### config.mk
export PLATFORM = sky130hd
export DESIGN_NAME = instr_fetch_flat
export DESIGN_NICKNAME = d
export VERILOG_FILES = /design/src/rtl/instr_fetch_if.sv /design/src/rtl/instr_fetch.sv /design/src/flat_wrapper.sv
export SDC_FILE = /design/constraint.sdc
export NUM_CORES = 1
export LEC_CHECK = 0
export CAP_MARGIN = 20
export CORE_MARGIN = 2
export CORE_UTILIZATION = 35
export DETAILED_ROUTE_END_ITERATION = 16
export GPL_TIMING_DRIVEN = 0
export PLACE_DENSITY = 0.53
export SLEW_MARGIN = 20
export SYNTH_ARGS = -nofsm -noshare
export SYNTH_HDL_FRONTEND = slang
export SYNTH_SLANG_ARGS = --single-unit
export TNS_END_PERCENT = 50
### constraint.sdc
create_clock -name clk -period 6.01 [get_ports clk]
set_clock_uncertainty 0.1 [all_clocks]
set_input_delay 1.202 -clock clk [delete_from_list [all_inputs] [get_ports clk]]
set_output_delay 1.202 -clock clk [all_outputs]
set_load 0.02 [all_outputs]
### src/rtl/instr_fetch_if.sv
// Fetch-stage bus bundle: program-memory req/ack channel, decode valid/ready channel and redirect/halt.
// master = fetch stage; slave = program memory plus decode side.
interface instr_fetch_if #(
  parameter int ADDR_W = 8
);
  logic              mem_req;
  logic [ADDR_W-1:0] mem_addr;
  logic              mem_ack;
  logic [15:0]       mem_rdata;
  logic              ir_valid;
  logic [15:0]       ir;
  logic [ADDR_W-1:0] ir_pc;
  logic              ir_ready;
  logic              redirect;
  logic [ADDR_W-1:0] redirect_pc;
  logic              halted;

  modport master (
    output mem_req, mem_addr, ir_valid, ir, ir_pc, halted,
    input  mem_ack, mem_rdata, ir_ready, redirect, redirect_pc
  );

  modport slave (
    input  mem_req, mem_addr, ir_valid, ir, ir_pc, halted,
    output mem_ack, mem_rdata, ir_ready, redirect, redirect_pc
  );
endinterface

### src/rtl/instr_fetch.sv
// Instruction fetch stage: PC, single-outstanding program-memory fetch, instruction queue to decode.
// Optional macro IFETCH_BYPASS_EN forwards an acked word straight to decode when the queue is empty.
module instr_fetch #(
  parameter int ADDR_W = 8,
  parameter int DEPTH  = 4
) (
  input  logic          clk,
  input  logic          reset,
  instr_fetch_if.master bus
);
  localparam int               PTR_W   = (DEPTH > 1) ? $clog2(DEPTH) : 1;
  localparam int               CNT_W   = PTR_W + 1;
  localparam logic [CNT_W-1:0] FULL_C  = CNT_W'(DEPTH);
  localparam logic [3:0]       HALT_OP = 4'b1111;

  typedef enum logic [1:0] {
    ST_FETCH   = 2'd0,
    ST_DISCARD = 2'd1,
    ST_HALT    = 2'd2
  } state_t;

  state_t            state_q, state_d;
  logic [ADDR_W-1:0] pc_q, pc_d;
  logic              req_q, req_d;
  logic [ADDR_W-1:0] addr_q, addr_d;
  logic              halted_q, halted_d;
  logic [PTR_W-1:0]  rd_ptr_q, rd_ptr_d;
  logic [PTR_W-1:0]  wr_ptr_q, wr_ptr_d;
  logic [CNT_W-1:0]  count_q, count_d;
  logic [15:0]       word_q [DEPTH];
  logic [ADDR_W-1:0] wpc_q  [DEPTH];

  logic ack_s;
  logic fetch_ack_s;
  logic halt_word_s;
  logic q_valid_s;
  logic push_s;
  logic pop_s;

  assign ack_s       = req_q & bus.mem_ack;
  assign fetch_ack_s = ack_s & (state_q == ST_FETCH);
  assign halt_word_s = (bus.mem_rdata[15:12] == HALT_OP);
  assign q_valid_s   = (count_q != {CNT_W{1'b0}});
  assign pop_s       = q_valid_s & bus.ir_ready & ~bus.redirect;

`ifdef IFETCH_BYPASS_EN
  logic bypass_s;
  assign bypass_s = fetch_ack_s & ~q_valid_s & ~bus.redirect;
  // A bypassed word taken by decode in the same cycle never enters the queue
  assign push_s   = fetch_ack_s & ~bus.redirect & ~(bypass_s & bus.ir_ready);

  // Decode view: live memory word when bypassing, queue head otherwise
  always_comb begin
    if (bypass_s) begin
      bus.ir_valid = 1'b1;
      bus.ir       = bus.mem_rdata;
      bus.ir_pc    = addr_q;
    end else begin
      bus.ir_valid = q_valid_s;
      bus.ir       = word_q[rd_ptr_q];
      bus.ir_pc    = wpc_q[rd_ptr_q];
    end
  end
`else
  assign push_s       = fetch_ack_s & ~bus.redirect;
  assign bus.ir_valid = q_valid_s;
  assign bus.ir       = word_q[rd_ptr_q];
  assign bus.ir_pc    = wpc_q[rd_ptr_q];
`endif

  assign bus.mem_req  = req_q;
  assign bus.mem_addr = addr_q;
  assign bus.halted   = halted_q;

  // FSM state register
  always_ff @(posedge clk or negedge reset) begin
    if (!reset) begin
      state_q <= ST_FETCH;
    end else begin
      state_q <= state_d;
    end
  end

  // FSM next state; redirect overrides, and only an unanswered request forces DISCARD
  always_comb begin
    state_d = state_q;
    if (bus.redirect) begin
      if (req_q && !bus.mem_ack) begin
        state_d = ST_DISCARD;
      end else begin
        state_d = ST_FETCH;
      end
    end else begin
      case (state_q)
        ST_FETCH: begin
          if (fetch_ack_s && halt_word_s) begin
            state_d = ST_HALT;
          end else begin
            state_d = ST_FETCH;
          end
        end
        ST_DISCARD: begin
          if (ack_s) begin
            state_d = ST_FETCH;
          end else begin
            state_d = ST_DISCARD;
          end
        end
        ST_HALT: state_d = ST_HALT;
        default: state_d = ST_FETCH;
      endcase
    end
  end

  // FSM outputs: PC, queue bookkeeping, next request and halted flag
  always_comb begin
    pc_d     = pc_q;
    count_d  = count_q;
    rd_ptr_d = rd_ptr_q;
    wr_ptr_d = wr_ptr_q;
    req_d    = req_q;
    addr_d   = addr_q;
    halted_d = 1'b0;

    if (bus.redirect) begin
      pc_d     = bus.redirect_pc;
      count_d  = {CNT_W{1'b0}};
      rd_ptr_d = {PTR_W{1'b0}};
      wr_ptr_d = {PTR_W{1'b0}};
    end else begin
      if (fetch_ack_s) begin
        pc_d = pc_q + ADDR_W'(1);
      end else begin
        pc_d = pc_q;
      end
      count_d  = count_q + CNT_W'(push_s) - CNT_W'(pop_s);
      rd_ptr_d = rd_ptr_q + PTR_W'(pop_s);
      wr_ptr_d = wr_ptr_q + PTR_W'(push_s);
    end

    // Requests are never withdrawn; a new one needs a slot free after this cycle's push/pop
    if (req_q && !bus.mem_ack) begin
      req_d  = 1'b1;
      addr_d = addr_q;
    end else begin
      req_d  = (state_d == ST_FETCH) && (count_d < FULL_C);
      addr_d = pc_d;
    end

    if ((state_d == ST_HALT) && (count_d == {CNT_W{1'b0}})) begin
      halted_d = 1'b1;
    end else begin
      halted_d = 1'b0;
    end
  end

  // Datapath registers
  always_ff @(posedge clk or negedge reset) begin
    if (!reset) begin
      pc_q     <= {ADDR_W{1'b0}};
      req_q    <= 1'b0;
      addr_q   <= {ADDR_W{1'b0}};
      halted_q <= 1'b0;
      count_q  <= {CNT_W{1'b0}};
      rd_ptr_q <= {PTR_W{1'b0}};
      wr_ptr_q <= {PTR_W{1'b0}};
    end else begin
      pc_q     <= pc_d;
      req_q    <= req_d;
      addr_q   <= addr_d;
      halted_q <= halted_d;
      count_q  <= count_d;
      rd_ptr_q <= rd_ptr_d;
      wr_ptr_q <= wr_ptr_d;
    end
  end

  // Queue storage; cleared on reset so the head reads zero
  always_ff @(posedge clk or negedge reset) begin
    if (!reset) begin
      for (int i = 0; i < DEPTH; i++) begin
        word_q[i] <= 16'h0000;
        wpc_q[i]  <= {ADDR_W{1'b0}};
      end
    end else if (push_s) begin
      word_q[wr_ptr_q] <= bus.mem_rdata;
      wpc_q[wr_ptr_q]  <= addr_q;
    end
  end
endmodule

### src/flat_wrapper.sv
// flat-port wrapper written by rule: the top's interface ports become plain ports
module instr_fetch_flat 
#(
  parameter int ADDR_W = 8,
  parameter int DEPTH  = 4
)
  (clk, reset, bus_mem_req, bus_mem_addr, bus_ir_valid, bus_ir, bus_ir_pc, bus_halted, bus_mem_ack, bus_mem_rdata, bus_ir_ready, bus_redirect, bus_redirect_pc);
  instr_fetch_if #(.ADDR_W(ADDR_W)) bus_i ();
  input  logic clk;
  input  logic reset;
  output wire logic [$bits(bus_i.mem_req)-1:0] bus_mem_req;
  output wire logic [$bits(bus_i.mem_addr)-1:0] bus_mem_addr;
  output wire logic [$bits(bus_i.ir_valid)-1:0] bus_ir_valid;
  output wire logic [$bits(bus_i.ir)-1:0] bus_ir;
  output wire logic [$bits(bus_i.ir_pc)-1:0] bus_ir_pc;
  output wire logic [$bits(bus_i.halted)-1:0] bus_halted;
  input wire logic [$bits(bus_i.mem_ack)-1:0] bus_mem_ack;
  input wire logic [$bits(bus_i.mem_rdata)-1:0] bus_mem_rdata;
  input wire logic [$bits(bus_i.ir_ready)-1:0] bus_ir_ready;
  input wire logic [$bits(bus_i.redirect)-1:0] bus_redirect;
  input wire logic [$bits(bus_i.redirect_pc)-1:0] bus_redirect_pc;
  assign bus_mem_req = bus_i.mem_req;
  assign bus_mem_addr = bus_i.mem_addr;
  assign bus_ir_valid = bus_i.ir_valid;
  assign bus_ir = bus_i.ir;
  assign bus_ir_pc = bus_i.ir_pc;
  assign bus_halted = bus_i.halted;
  assign bus_i.mem_ack = bus_mem_ack;
  assign bus_i.mem_rdata = bus_mem_rdata;
  assign bus_i.ir_ready = bus_ir_ready;
  assign bus_i.redirect = bus_redirect;
  assign bus_i.redirect_pc = bus_redirect_pc;
  instr_fetch #(.ADDR_W(ADDR_W), .DEPTH(DEPTH)) u_core (.clk(clk), .reset(reset), .bus(bus_i));
endmodule
Word-level counts from Yosys, hierarchy flattened
Cells that the tools add are included.
{"block": "word_totals", "ff_bits": 123, "input_bits": 29, "out_inout_bits": 35, "word_cells": 71}
{"block": "classes", "addsub": 5, "order_cmp": 4, "n_eq_ne": 4, "muxes": 24, "bitwise_logic": 8, "reduce_logical": 10}
{"operator": "$bwmux W64", "n": 1}
{"operator": "$mux W16", "n": 3}
{"operator": "$mux W8", "n": 5}
{"operator": "$bmux W16 S2", "n": 1}
{"operator": "$bwmux W32", "n": 1}
{"operator": "$demux W16 S2", "n": 1}
{"operator": "$bmux W8 S2", "n": 1}
{"operator": "$demux W8 S2", "n": 1}
{"operator": "$add A8 B1 Y8 const B", "n": 1}
{"operator": "$mux W2", "n": 4}
{"operator": "$ge A3 B3 Y1 const B", "n": 2}
{"operator": "$not A2 Y3", "n": 2}
{"operator": "$pmux W2 S3", "n": 1}
{"operator": "$and A1 B1 Y1", "n": 5}
{"operator": "$logic_and A1 B1 Y1", "n": 5}
{"operator": "$add A2 B1 Y2", "n": 2}
{"operator": "$eq A2 B2 Y1 const B", "n": 2}
{"operator": "$eq A4 B4 Y1 const B", "n": 1}
{"operator": "$logic_not A2 Y1", "n": 2}
{"operator": "$mux W1", "n": 4}
{"operator": "$add A3 B1 Y3", "n": 1}
{"operator": "$logic_not A3 Y1", "n": 1}
{"operator": "$lt A3 B1 Y1 const B", "n": 1}
{"operator": "$lt A3 B3 Y1 const B", "n": 1}
{"operator": "other kinds (6)", "n": 6}

Logic depth before layout (Yosys ltp)
{"block": "logic_depth", "ltp_word": 9, "mapped_depth": 12, "ltp_nobuf": 10}

Least setup slack after synthesis
OpenSTA, ideal clock, no wires.
{"block": "synth_path", "path_type": "input to register", "startpoint": "input port bus_redirect", "endpoint": "register u_core.halted_q (netlist: u_core.bus.halted)", "setup_time_ps": 105, "arrival_time_ps": 3716, "required_time_ps": 5805, "slack_ps": 2088, "path_stages": 12, "n_path_buf": 3, "path_cell_list": "buf_2 clkbuf_1 clkbuf_1 and3b_1 ha_1 inv_1 ha_1 fa_1 xnor2_1 xnor2_1 o22ai_1 nor4b_1"}
{"block": "synth_between", "elab_chain_cells": 8, "elab_cells_between_ends": 11, "cone_classes": "2 x add/sub; 1 x eq/ne; 3 x mux; 3 x bitwise; 2 x reduce/logical"}
{"item": "from (decl)", "line_no": "flat_wrapper.sv:20", "text": "input wire logic [$bits(bus_i.redirect)-1:0] bus_redirect;"}
{"item": "$not A1 Y1", "line_no": "instr_fetch.sv:44, instr_fetch.sv:65"}
{"item": "$and A1 B1 Y1", "line_no": "instr_fetch.sv:65", "text": "assign push_s = fetch_ack_s & ~bus.redirect;"}
{"item": "$add A3 B1 Y3", "line_no": "instr_fetch.sv:136", "text": "count_d = count_q + CNT_W'(push_s) - CNT_W'(pop_s);"}
{"item": "$sub A3 B1 Y3", "line_no": "instr_fetch.sv:136"}
{"item": "$mux W3", "line_no": "instr_fetch.sv:125", "text": "if (bus.redirect) begin"}
{"item": "$logic_not A3 Y1", "line_no": "instr_fetch.sv:150", "text": "if ((state_d == ST_HALT) && (count_d == {CNT_W{1'b0}})) begin"}
{"item": "$logic_and A1 B1 Y1 (*)", "line_no": "instr_fetch.sv:150"}
{"item": "$mux W1 (*)", "line_no": "instr_fetch.sv:150"}
{"item": "net u_core.halted_d", "line_no": "instr_fetch.sv:26", "text": "logic halted_q, halted_d;"}
{"item": "to (signal assigned)", "line_no": "instr_fetch.sv:171", "text": "halted_q <= halted_d;"}
{"item": "to (decl)", "line_no": "instr_fetch.sv:26"}
Mark *: on every way through the listed nets, which the timed path passes. The rest lies on a longest branch.
A chain may end at the register's enable or synchronous reset.

Worst setup path in the final report
Ends and elaborated chain as after synthesis.

==> results_dict.tcl <==
set metrics [dict create \
    outcome "completed" \
    fmax_mhz 218.2 \
    worstSetupStartpoint "bus_redirect" \
    crit_arrival_ns 4.78 \
    die-area_sq_um 16920 \
    cp.required_ns 6.21 \
    p_switching_uw 933.7 \
    first_pass_iters 4 \
    yosysTopAreaCell "dfrtp_1" \
    num_io_pins 64 \
    critical_path_depth 13 \
    synth.distinct_cells 42 \
    clkPwrFrac_pct 32.3 \
    cts_made_buffers 17 \
    rows 46 \
    synthToLayoutAreaGrowth_pct 27.77 \
    root_buffer "clkbuf_16" \
    synth_cells 359 \
    critPathLaunchType "primary input" \
    yosys_warnings 0 \
    clkLatencyLatePin_ns 0.40 \
    drcViolationCount 0 \
    synth_area_leaders "dfrtp_1 (55%), mux2_2 (20%), mux4_2 (9.7%)" \
    wl_mm 11.77 \
    swShare_pct 28.65 \
    grt_pass1_wl_mm 19.33 \
    ctsResizeCount 0 \
    slowest_delay_ns 0.53 \
    max-slew-margin-rel_pct 51.88 \
    cts.path.max_buffers 2 \
    grt_overflow 0 \
    synth.most_common_cell "dfrtp_1" \
    dp_hpwl_mm 7.947 \
    cts.reportedPaths.clkPinSlew_ns 0.05 \
    grt_pass1_vias 3658 \
    whs_path_depth 1 \
    power.total_uw 3258 \
    ir_worst_vdd_mv 0.2121 \
    final_layout_size_suffix_gt1_share_pct 38.46 \
    powerDensity_nw_per_um2 458.3 \
    synth_enable_flop_cells 0 \
    num_vias 3306 \
    grt_use_total_pct 15.28 \
    cp-end-kind "register" \
    synth-seq-area-share_pct 55.32 \
    die_w_um 130.1 \
    synth_commonest_cells "dfrtp_1 (123), mux2_2 (100), mux4_2 (24)" \
    drv_cap 0 \
    io_buffers 63 \
    cts_sinks 123 \
    synth_top_area_share_pct 55.32 \
    combPwrFrac_pct 31.2 \
    antenna_found_initial 0 \
    finalCritPeriodShare_pct 76.27 \
    critPathMaxFanout 10 \
    hold_path.class "reg2reg" \
    hold_viol 0 \
    timing.hold.ws_ns 0.3854 \
    report.final.slew_viol_count 0 \
    ant_nets 0 \
    syn_area_per_cell_sq_um 15.50 \
    async_flop_share_pct 100.0 \
    drtIter0Drc 190 \
    ys_ff_latch 123 \
    hold_buffers 0 \
    tns_ns 0 \
    synthesis.nets 394 \
    postCtsSetupBuffers 0 \
    p_leak_uw 0.003092 \
    rsz0062_at_grt "no" \
    core-area_sq_um 15710 \
    h-tree-depth 4 \
    path_class "in2reg" \
    seqPwrFrac_pct 36.6 \
    viasPerCell 4.927 \
    syn-cell-area_sq_um 5564 \
    regToRegStartpoint "u_core.count_q[1]" \
    setup_viol 0 \
    crit_slowest_cell "clkdlybuf4s50_1" \
    cp_cell_sequence "clkdlybuf4s50_1 -> buf_2 -> clkbuf_1 -> clkbuf_1 -> and3b_1 -> ha_1 -> inv_1 -> ha_1 -> fa_1 -> xnor2_1 -> xnor2_1 -> o22ai_1 -> nor4b_1" \
    critPathBufInv 5 \
    tightest_slew_ns 0.7217 \
    grt_max_degree 81 \
    finalCriticalPeriod_ns 4.584 \
    nets 477 \
    initial_core_util_pct 35.41 \
    place_area_sq_um 6494 \
    reg2regPathDepth 10 \
    cts_tree "built" \
    die_h_um 130.1 \
    postLayoutCellArea_sq_um 7109 \
    p_int_uw 2325 \
    diodes 0 \
    hold_path_startpoint "u_core.word_q[21]" \
    gp_congestion 0.7579 \
    synth_ff_type "dfrtp_1" \
    final_util_pct 45.25 \
    wire_per_inst_um 17.54 \
    cpLargestDelayFamily "buffers and inverters" \
]
-- cells in the final DEF, fill, tap and decap left out, types with 2 or more instances in the layout --
cell type and instances:
a21oi_1 3, a221o_1 2, and3_1 2, buf_2 7
buf_4 2, buf_6 4, bufinv_16 3, clkbuf_1 11
clkbuf_16 17, clkbuf_8 5, clkdlybuf4s50_1 62, clkinv_2 4
dfrtp_1 123, ha_1 5, inv_1 4, mux2_1 3
mux2_2 100, mux2i_1 2, mux4_2 24, nand2_1 10
nand2b_1 3, nand3_1 5, nor2_1 7, nor2b_1 5
nor3_1 4, nor3b_1 2, nor4b_4 2, o211ai_1 2
o21ai_0 5, or4_1 2, xnor2_1 5, xor2_1 4
-- per-stage QoR --
stage / worst slack (ns) / std cells
after floorplan: 2.088 / 359
after global placement: -1.239 / 638
after CTS: 1.386 / 671
after global routing: 1.139 / 671
final: 1.426 / 671
after detailed placement: 0.9675 / 639
-- area by class of cell --
| class | count | area (sq um) |
|---|---|---|
| Clock buffer | 25 | 505.5 |
| Clock inverter | 7 | 110.1 |
| Multi-Input combinational cell | 211 | 2354 |
| Inverter | 4 | 15.01 |
| Timing Repair Buffer | 64 | 659.4 |
| Buffer | 21 | 117.6 |
| Sequential cell | 123 | 3078 |
| Tap cell | 216 | 270.3 |
| Fill cell | 1402 | 8603 |
-- flip-flops by register name (all words and copies together) (netlist names) --
name / cells
u_core.rd_ptr_q: 2
u_core.bus.halted: 1
u_core.count_q: 3
u_core.state_q: 2
u_core.wr_ptr_q: 2
u_core.word_q: 64
u_core.wpc_q: 32
u_core.bus.mem_req: 1
u_core.bus.mem_addr: 8
u_core.pc_q: 8
-- power groups by stage --
stage / Clock [uW] / Combinational (uW) / Sequential [uW]
6_report: 1050 / 1020 / 1190
4_1_cts: 1080 / 1040 / 1190
3_3_place_gp: 0 / 1020 / 1190
2_1_floorplan: 0 / 631 / 1180
3_5_place_dp: 0 / 1030 / 1210
5_1_grt: 1120 / 1090 / 1230
-- worst register-to-register path, delay by kind of cell, from the launching register on --
| kind | cells | cell delay, ns |
|---|---|---|
| fa+ha+maj | 3 | 0.86 |
| simple gates | 3 | 0.86 |
| flops | 1 | 0.39 |
| xor+xnor | 2 | 0.39 |
| compound gates | 1 | 0.12 |
| buf+inv | 1 | 0.04 |
-- path summary, 6_finish.rpt --
kind / endpoint / slack (ns)
setup / recovery: u_core.bus.halted / 1.43
hold / removal: u_core.word_q[21] / 0.39
setup reg to reg: u_core.bus.halted / 3.15
hold reg to reg: u_core.word_q[21] / 0.39
max in group asynchronous: u_core.pc_q[5] / 4.45
min in group asynchronous: u_core.word_q[58] / 0.61
-- layer usage --
| layer | GRT usage [%] | vias up | part of all wire, % |
|---|---|---|---|
| li1 | - | 1489 | - |
| met1 | 19.88 | 1747 | 46 |
| met2 | 24.61 | 55 | 48 |
| met3 | 3.895 | 15 | 3.6 |
| met4 | 6.072 | 0 | 1.6 |
| met5 | 0 | - | 0 |
-- logic make-up after synthesis --
family                   synth area share, %
AND/OR/NAND/NOR                        7.016
AO/OA/AOI/OAI                          1.462
adder cells (fa/ha/maj)                1.484
buffers and inverters                  2.383
XOR/XNOR                               1.417
flip-flops                             55.32
multiplexers                           30.92
Power figures use the tool's default switching activity.
